<file path="config.mk">
export PLATFORM = sky130hd
export DESIGN_NAME = polyz_pack_ctrl_flat
export DESIGN_NICKNAME = d
export VERILOG_FILES = /design/src/rtl/polyz_pack_ctrl_if.sv /design/src/rtl/polyz_pack_ctrl.sv /design/src/flat_wrapper.sv
export SDC_FILE = /design/constraint.sdc
export NUM_CORES = 1
export LEC_CHECK = 0
export ABC_AREA = 1
export BUFFER_PORTS_ARGS = -buffer_cell sky130_fd_sc_hd__buf_2
export CORE_AREA = 2 2 107 109
export DETAILED_ROUTE_END_ITERATION = 12
export DIE_AREA = 0 0 109 111
export GPL_ROUTABILITY_DRIVEN = 0
export PLACE_DENSITY_LB_ADDON = 0.12
export REMOVE_ABC_BUFFERS = 1
export SLEW_MARGIN = 10
export SYNTH_ARGS = -nofsm -noshare
export SYNTH_HDL_FRONTEND = slang
export SYNTH_SLANG_ARGS = --single-unit
</file>
<file path="constraint.sdc">
create_clock -name clk -period 1.5 [get_ports clk]
set_clock_uncertainty 0.05 [all_clocks]
set_input_delay 0.3 -clock clk [delete_from_list [all_inputs] [get_ports clk]]
set_output_delay 0.3 -clock clk [all_outputs]
set_load 0.05 [all_outputs]
</file>
<file path="src/rtl/polyz_pack_ctrl_if.sv">
// polyz_pack_ctrl_if
// Bundles the control handshake, the coefficient input stream and the packed
// word output stream of polyz_pack_ctrl.
//   start/busy/done  : run control from the signing FSM
//   in_coeff/in_valid/in_ready : signed 32-bit coefficient stream (valid/ready)
//   out_data/out_addr/out_valid/out_ready : 40-bit packed word + word index
//   err              : sticky coefficient range error
// Modports: master = the surrounding system, slave = the packer itself.
interface polyz_pack_ctrl_if #(
  parameter int L  = 4,
  parameter int N  = 256,
  parameter int AW = $clog2(L*N/2)
);
  logic          start;
  logic          busy;
  logic          done;
  logic [31:0]   in_coeff;
  logic          in_valid;
  logic          in_ready;
  logic [39:0]   out_data;
  logic [AW-1:0] out_addr;
  logic          out_valid;
  logic          out_ready;
  logic          err;

  modport master (
    output start, in_coeff, in_valid, out_ready,
    input  busy, done, in_ready, out_data, out_addr, out_valid, err
  );

  modport slave (
    input  start, in_coeff, in_valid, out_ready,
    output busy, done, in_ready, out_data, out_addr, out_valid, err
  );
endinterface

</file>
<file path="src/rtl/polyz_pack_ctrl.sv">
// polyz_pack_ctrl
// Streaming sequencer that packs the Dilithium signature vector z
// (L polynomials x N coefficients) into 20-bit-per-coefficient format.
// Coefficients arrive one per cycle, are paired, and each pair becomes one
// 40-bit word {b4,b3,b2,b1,b0} written at word index poly*(N/2)+pair.
//
// Ports:
//   clk   : system clock
//   rst_n : asynchronous active-low reset
//   bus   : polyz_pack_ctrl_if.slave
//           start (in), busy/done (out)          run control
//           in_coeff/in_valid (in), in_ready (out) coefficient stream
//           out_data/out_addr/out_valid (out), out_ready (in) packed words
//           err (out)                            sticky range error
//
// Optional feature macro: POLYZ_RANGE_CHECK_EN
//   When defined, each accepted coefficient is checked against
//   -(2^19-1) <= a <= 2^19 and err latches on a violation until the next
//   accepted start. When undefined, err is tied to 0.
module polyz_pack_ctrl #(
  parameter int L  = 4,
  parameter int N  = 256,
  parameter int AW = $clog2(L*N/2)
) (
  input logic             clk,
  input logic             rst_n,
  polyz_pack_ctrl_if.slave bus
);

  localparam int          HALF   = N / 2;
  localparam int          PW     = (L > 1) ? $clog2(L) : 1;
  localparam int          QW     = (HALF > 1) ? $clog2(HALF) : 1;
  localparam logic [31:0] OFFSET = 32'h0008_0000;

  typedef enum logic [1:0] {IDLE, RUN, FLUSH, DONE} state_t;

  state_t        state;
  logic          phase;
  logic [31:0]   a0;
  logic [PW-1:0] poly_cnt;
  logic [QW-1:0] pair_cnt;
  logic          busy_q;
  logic          done_q;
  logic          out_valid_q;
  logic [39:0]   out_data_q;
  logic [AW-1:0] out_addr_q;

  logic          in_ready_c;
  logic          accept;
  logic          pair_wrap;
  logic          poly_wrap;
  logic [31:0]   t0;
  logic [31:0]   t1;
  logic [39:0]   packed_word;
  logic [AW-1:0] word_addr;
  logic          unused_hi;

  // Phase 0 only fills the hold register, so it may proceed even while a
  // word is stuck at the output; phase 1 needs the output slot to be free
  // (or freeing this cycle).
  assign in_ready_c = (state == RUN) && (!phase || !out_valid_q || bus.out_ready);
  assign accept     = bus.in_valid && in_ready_c;

  assign pair_wrap  = (pair_cnt == QW'(HALF - 1));
  assign poly_wrap  = (poly_cnt == PW'(L - 1));

  // t = 2^19 - a modulo 2^32; the format keeps only t[19:0].
  assign t0 = OFFSET - a0;
  assign t1 = OFFSET - bus.in_coeff;
  assign packed_word = {t1[19:12], t1[11:4], t1[3:0], t0[19:16], t0[15:8], t0[7:0]};
  assign unused_hi   = ^{t0[31:20], t1[31:20]};

  assign word_addr = AW'(int'(poly_cnt) * HALF + int'(pair_cnt));

  assign bus.in_ready  = in_ready_c;
  assign bus.busy      = busy_q;
  assign bus.done      = done_q;
  assign bus.out_valid = out_valid_q;
  assign bus.out_data  = out_data_q;
  assign bus.out_addr  = out_addr_q;

`ifdef POLYZ_RANGE_CHECK_EN
  logic err_q;
  logic out_of_range;

  assign out_of_range = ($signed(bus.in_coeff) < -32'sd524287) ||
                        ($signed(bus.in_coeff) >  32'sd524288);
  assign bus.err = err_q;
`else
  assign bus.err = 1'b0;
`endif

  // Run sequencer, pairing, counters and the single-entry output register.
  // The final word is the only one that can be pending in FLUSH, so its
  // handshake alone ends the run.
  always_ff @(posedge clk or negedge rst_n) begin
    if (!rst_n) begin
      state       <= IDLE;
      phase       <= 1'b0;
      a0          <= '0;
      poly_cnt    <= '0;
      pair_cnt    <= '0;
      busy_q      <= 1'b0;
      done_q      <= 1'b0;
      out_valid_q <= 1'b0;
      out_data_q  <= '0;
      out_addr_q  <= '0;
`ifdef POLYZ_RANGE_CHECK_EN
      err_q       <= 1'b0;
`endif
    end else begin
      done_q <= 1'b0;
      // Drained slot; a load in RUN below overrides this.
      if (bus.out_ready) begin
        out_valid_q <= 1'b0;
      end

      case (state)
        IDLE: begin
          if (bus.start) begin
            state    <= RUN;
            busy_q   <= 1'b1;
            phase    <= 1'b0;
            poly_cnt <= '0;
            pair_cnt <= '0;
`ifdef POLYZ_RANGE_CHECK_EN
            err_q    <= 1'b0;
`endif
          end
        end

        RUN: begin
          if (accept) begin
`ifdef POLYZ_RANGE_CHECK_EN
            if (out_of_range) begin
              err_q <= 1'b1;
            end
`endif
            if (!phase) begin
              a0    <= bus.in_coeff;
              phase <= 1'b1;
            end else begin
              out_data_q  <= packed_word;
              out_addr_q  <= word_addr;
              out_valid_q <= 1'b1;
              phase       <= 1'b0;
              if (pair_wrap) begin
                pair_cnt <= '0;
                poly_cnt <= poly_wrap ? '0 : poly_cnt + 1'b1;
                if (poly_wrap) begin
                  state <= FLUSH;
                end
              end else begin
                pair_cnt <= pair_cnt + 1'b1;
              end
            end
          end
        end

        FLUSH: begin
          if (out_valid_q && bus.out_ready) begin
            state  <= DONE;
            busy_q <= 1'b0;
            done_q <= 1'b1;
          end
        end

        DONE: begin
          state <= IDLE;
        end

        default: begin
          state <= IDLE;
        end
      endcase
    end
  end

endmodule
</file>
<file path="src/flat_wrapper.sv">
// flat-port wrapper written by rule: the top's interface ports become plain ports
module polyz_pack_ctrl_flat 
#(
  parameter int L  = 4,
  parameter int N  = 256,
  parameter int AW = $clog2(L*N/2)
)
  (clk, rst_n, bus_start, bus_in_coeff, bus_in_valid, bus_out_ready, bus_busy, bus_done, bus_in_ready, bus_out_data, bus_out_addr, bus_out_valid, bus_err);
  polyz_pack_ctrl_if #(.L(L), .N(N), .AW(AW)) bus_i ();
  input logic clk;
  input logic rst_n;
  input wire logic [$bits(bus_i.start)-1:0] bus_start;
  input wire logic [$bits(bus_i.in_coeff)-1:0] bus_in_coeff;
  input wire logic [$bits(bus_i.in_valid)-1:0] bus_in_valid;
  input wire logic [$bits(bus_i.out_ready)-1:0] bus_out_ready;
  output wire logic [$bits(bus_i.busy)-1:0] bus_busy;
  output wire logic [$bits(bus_i.done)-1:0] bus_done;
  output wire logic [$bits(bus_i.in_ready)-1:0] bus_in_ready;
  output wire logic [$bits(bus_i.out_data)-1:0] bus_out_data;
  output wire logic [$bits(bus_i.out_addr)-1:0] bus_out_addr;
  output wire logic [$bits(bus_i.out_valid)-1:0] bus_out_valid;
  output wire logic [$bits(bus_i.err)-1:0] bus_err;
  assign bus_i.start = bus_start;
  assign bus_i.in_coeff = bus_in_coeff;
  assign bus_i.in_valid = bus_in_valid;
  assign bus_i.out_ready = bus_out_ready;
  assign bus_busy = bus_i.busy;
  assign bus_done = bus_i.done;
  assign bus_in_ready = bus_i.in_ready;
  assign bus_out_data = bus_i.out_data;
  assign bus_out_addr = bus_i.out_addr;
  assign bus_out_valid = bus_i.out_valid;
  assign bus_err = bus_i.err;
  polyz_pack_ctrl #(.L(L), .N(N), .AW(AW)) u_core (.clk(clk), .rst_n(rst_n), .bus(bus_i));
endmodule
</file>
==> out/summary.txt <==
DRC Markers -> 0
Synth cell types -> 30
WP data arrival -> 1.86 ns
CP Launch Type -> flip-flop
Clock Latency Late Sink -> 0.34 ns
via density per instance -> 4.770
Hold Path Class -> in2reg
clock-pin slew on the worst setup and hold paths -> 0.06 ns
WL per Instance -> 14.36 microns
minimum clock period -> 1.679 ns
hold path start -> bus_out_ready
post-placement cell count -> 793
Slew Viols, Final -> 0
# diodes -> 0
vias in the first global route -> 4002
Starting Density -> 0.3878
FF-to-FF path depth -> 10
Pwr Density -> 2247 nW/um^2
antenna-violating nets left -> 0
largest area contributor in the netlist -> dfrtp_1
crit end category -> flip-flop
post-synth top area share -> 0.4894
RSZ-0062 raised after global routing -> true
final instance area -> 6065 sq um
clock buffer depth -> 2
hold depth -> 3
H-tree depth -> 3
switching power -> 0.006465 W
# Max-Cap Violations -> 0
Final Hold Vio Count -> 0
TritonCTS clock tree -> done
setup ws final -> -0.1787 ns
final hold slack -> 0.1822 ns
TritonCTS Buffers -> 9
outcome -> complete, but fails checks
DR pass1 iterations -> 4
worst-path fanout max -> 7
Met3 Wirelength -> 437 microns
clk sinks -> 84
first-pass GRT wire length -> 19450 microns
NumNets Final -> 738
syn_area_per_cell -> 7.867 sq um
reg-to-reg startpoint -> u_core.state[1]
Core Box Area -> 11080 sq um
layout cell share with drive strength beyond 1 -> 0.2898
pre-CTS WS -> -0.4208 ns
commonest cells after routing, fill and taps aside -> 168 x nand2_1, 83 x dfrtp_1, 75 x buf_2, 56 x nor2_1, 48 x inv_1
most common cell after layout, fill and taps aside -> nand2_1
antenna violations before repair -> 0
combinational group share of total power -> 0.558
Setup crit start -> u_core.state[1]
internal power -> 0.007160 W
Routed WL -> 12070 microns
part of the power in registers -> 0.289
Area Growth Syn to Fin -> 41.19%
DR WL met2 -> 5985 microns
DRT met1 WL -> 5439 microns
initial DRC count -> 190
Clock Tree Root -> clkbuf_16
YS warnings -> 0
failing checks -> negative setup slack
hpwl dp -> 7854 microns
Die ar. -> 12100 sq um
post-synthesis sequential area ratio -> 0.4894
Cells after Synth -> 546
Mapped Area -> 4295 sq um
highest routed layer -> met4
Lkg Pwr -> 3.153 nW
non-filler cells, final -> 840
Overflow after GRT -> 0
IO Pins -> 91
Seq cells post-synth -> 84
GRT Overall Usage -> 0.2073
PortBufs -> 77
Final Cycle Share -> 1.119
Placed Area -> 5119 sq um
final setup fails -> 82
Vias -> 4007
FP Rows -> 39
Die H -> 111 microns
main area contributors after synthesis -> dfrtp_1 49%, nand2_1 15%, o21ai_0 5.7%
clock share of power -> 0.153
die width -> 109 microns
maximum VDD drop -> 0.001062 V
Worst EP required -> 1.68 ns
switch share -> 0.4745
type of the worst setup path -> reg2reg
largest net degree at the start of global routing -> 28
Final Power -> 0.01363 W
highest clock rate -> 595.7 MHz
==> critical path, cell delays in order, from the launching register on <==
cell and delay (ns):
dfrtp_1 0.39, inv_2 0.09, buf_4 0.12, ha_4 0.14, inv_2 0.04, or2_4 0.25
o21ai_4 0.08, nor2_4 0.09, clkbuf_16 0.17, nor2_1 0.09, a21oi_1 0.05
==> cells in the mapped netlist <==
master and n:
nand2_1 171, dfrtp_1 84, nor2_1 60, inv_1 51, o21ai_0 49, nand3_1 44, xor2_1 17, nand4_1 11
buf_4 9, ha_1 8, a21oi_1 7, o21ai_1 6, clkbuf_1 4, buf_6 3, mux2_2 3, nor2_2 3
nand3_2 2, nand3b_1 2, a21o_1 1, a2bb2oi_1 1, a31oi_1 1, and2_1 1, conb_1 1, inv_2 1
inv_6 1, nand2_2 1, nor2_4 1, nor3_1 1, or2_1 1, xnor2_1 1
==> cell families after synthesis <==
logic type / after synthesis / synth area share
DFF: 84 / 0.4894
buffers and inverters: 69 / 0.07457
AOI/OAI and AO/OA: 65 / 0.07749
xor gates and xnor gates: 18 / 0.03670
and+or+nand+nor: 298 / 0.2898
adders and majority gates: 8 / 0.02330
other: 1 / 0.0008730
muxes: 3 / 0.007864
==> what timing repair did <==
| item | in CTS | in global routing |
|---|---|---|
| hold buffers | 1 | 0 |
| setup endpoints to repair | 82 | 84 |
| gates resized for setup | 70 | 30 |
| buffers inserted | 16 | 3 |
| cloned | 10 | 2 |
| pin swaps | 6 | 5 |
| hold endpoints to repair | 16 | 0 |
==> power by group through the flow <==
| stage | logic, W | registers [W] | clock network [W] |
|---|---|---|---|
| 2_1_floorplan | 0.00227 | 0.00597 | 0 |
| 3_3_place_gp | 0.00612 | 0.00390 | 0 |
| 3_5_place_dp | 0.00622 | 0.00394 | 0 |
| 4_1_cts | 0.00725 | 0.00392 | 0.00213 |
| 5_1_grt | 0.00825 | 0.00407 | 0.00223 |
| 6_report | 0.00760 | 0.00394 | 0.00208 |
==> stage by stage <==
step                      setup TNS, ns    util
after detailed placement         -12.93  0.4621
final                            -7.074  0.5475
after CTS                        -5.979  0.5352
after floorplan                  -54.59       -
after global routing             -13.94  0.5475
after global placement           -7.987  0.4621
==> state kept, by name (all words and copies together), names as in the netlist <==
register and cells:
u_core.bus.busy 1, u_core.bus.out_addr 9, u_core.phase 1, u_core.bus.out_valid 1, u_core.pair_cnt 7, u_core.state 2, u_core.poly_cnt 2, u_core.bus.out_data 40
u_core.bus.done 1, u_core.a0 20
==> per-layer routing <==
metal | vias up | global-route usage
met1 | 1884 | 0.2725
met5 | - | 0
li1 | 2041 | -
met4 | 0 | 0.08205
met3 | 14 | 0.03292
met2 | 68 | 0.3387
==> area by class of cell <==
cell class                 instances  area (sq um)
tap                              143         178.9
clock inverter                     4         25.02
clock buffer                      11         252.7
timing repair buffer             148          1240
timing repair inverter             2         25.02
multi-input combinational        395          2031
sequential                        84          2103
inverter                          53         209.0
fill                            1026          5012
==> path summary, 6_finish.rpt <==
check,to,slack (ns)
worst min register to register,u_core.bus.out_data[10],0.42
max in group asynchronous,u_core.bus.out_data[12],0.56
worst min-delay path,u_core.bus.done,0.18
worst max-delay path,u_core.pair_cnt[3],-0.18
worst max register to register,u_core.pair_cnt[3],-0.18
min in group asynchronous,u_core.bus.out_data[3],0.34
Power figures use the tool's default switching activity.
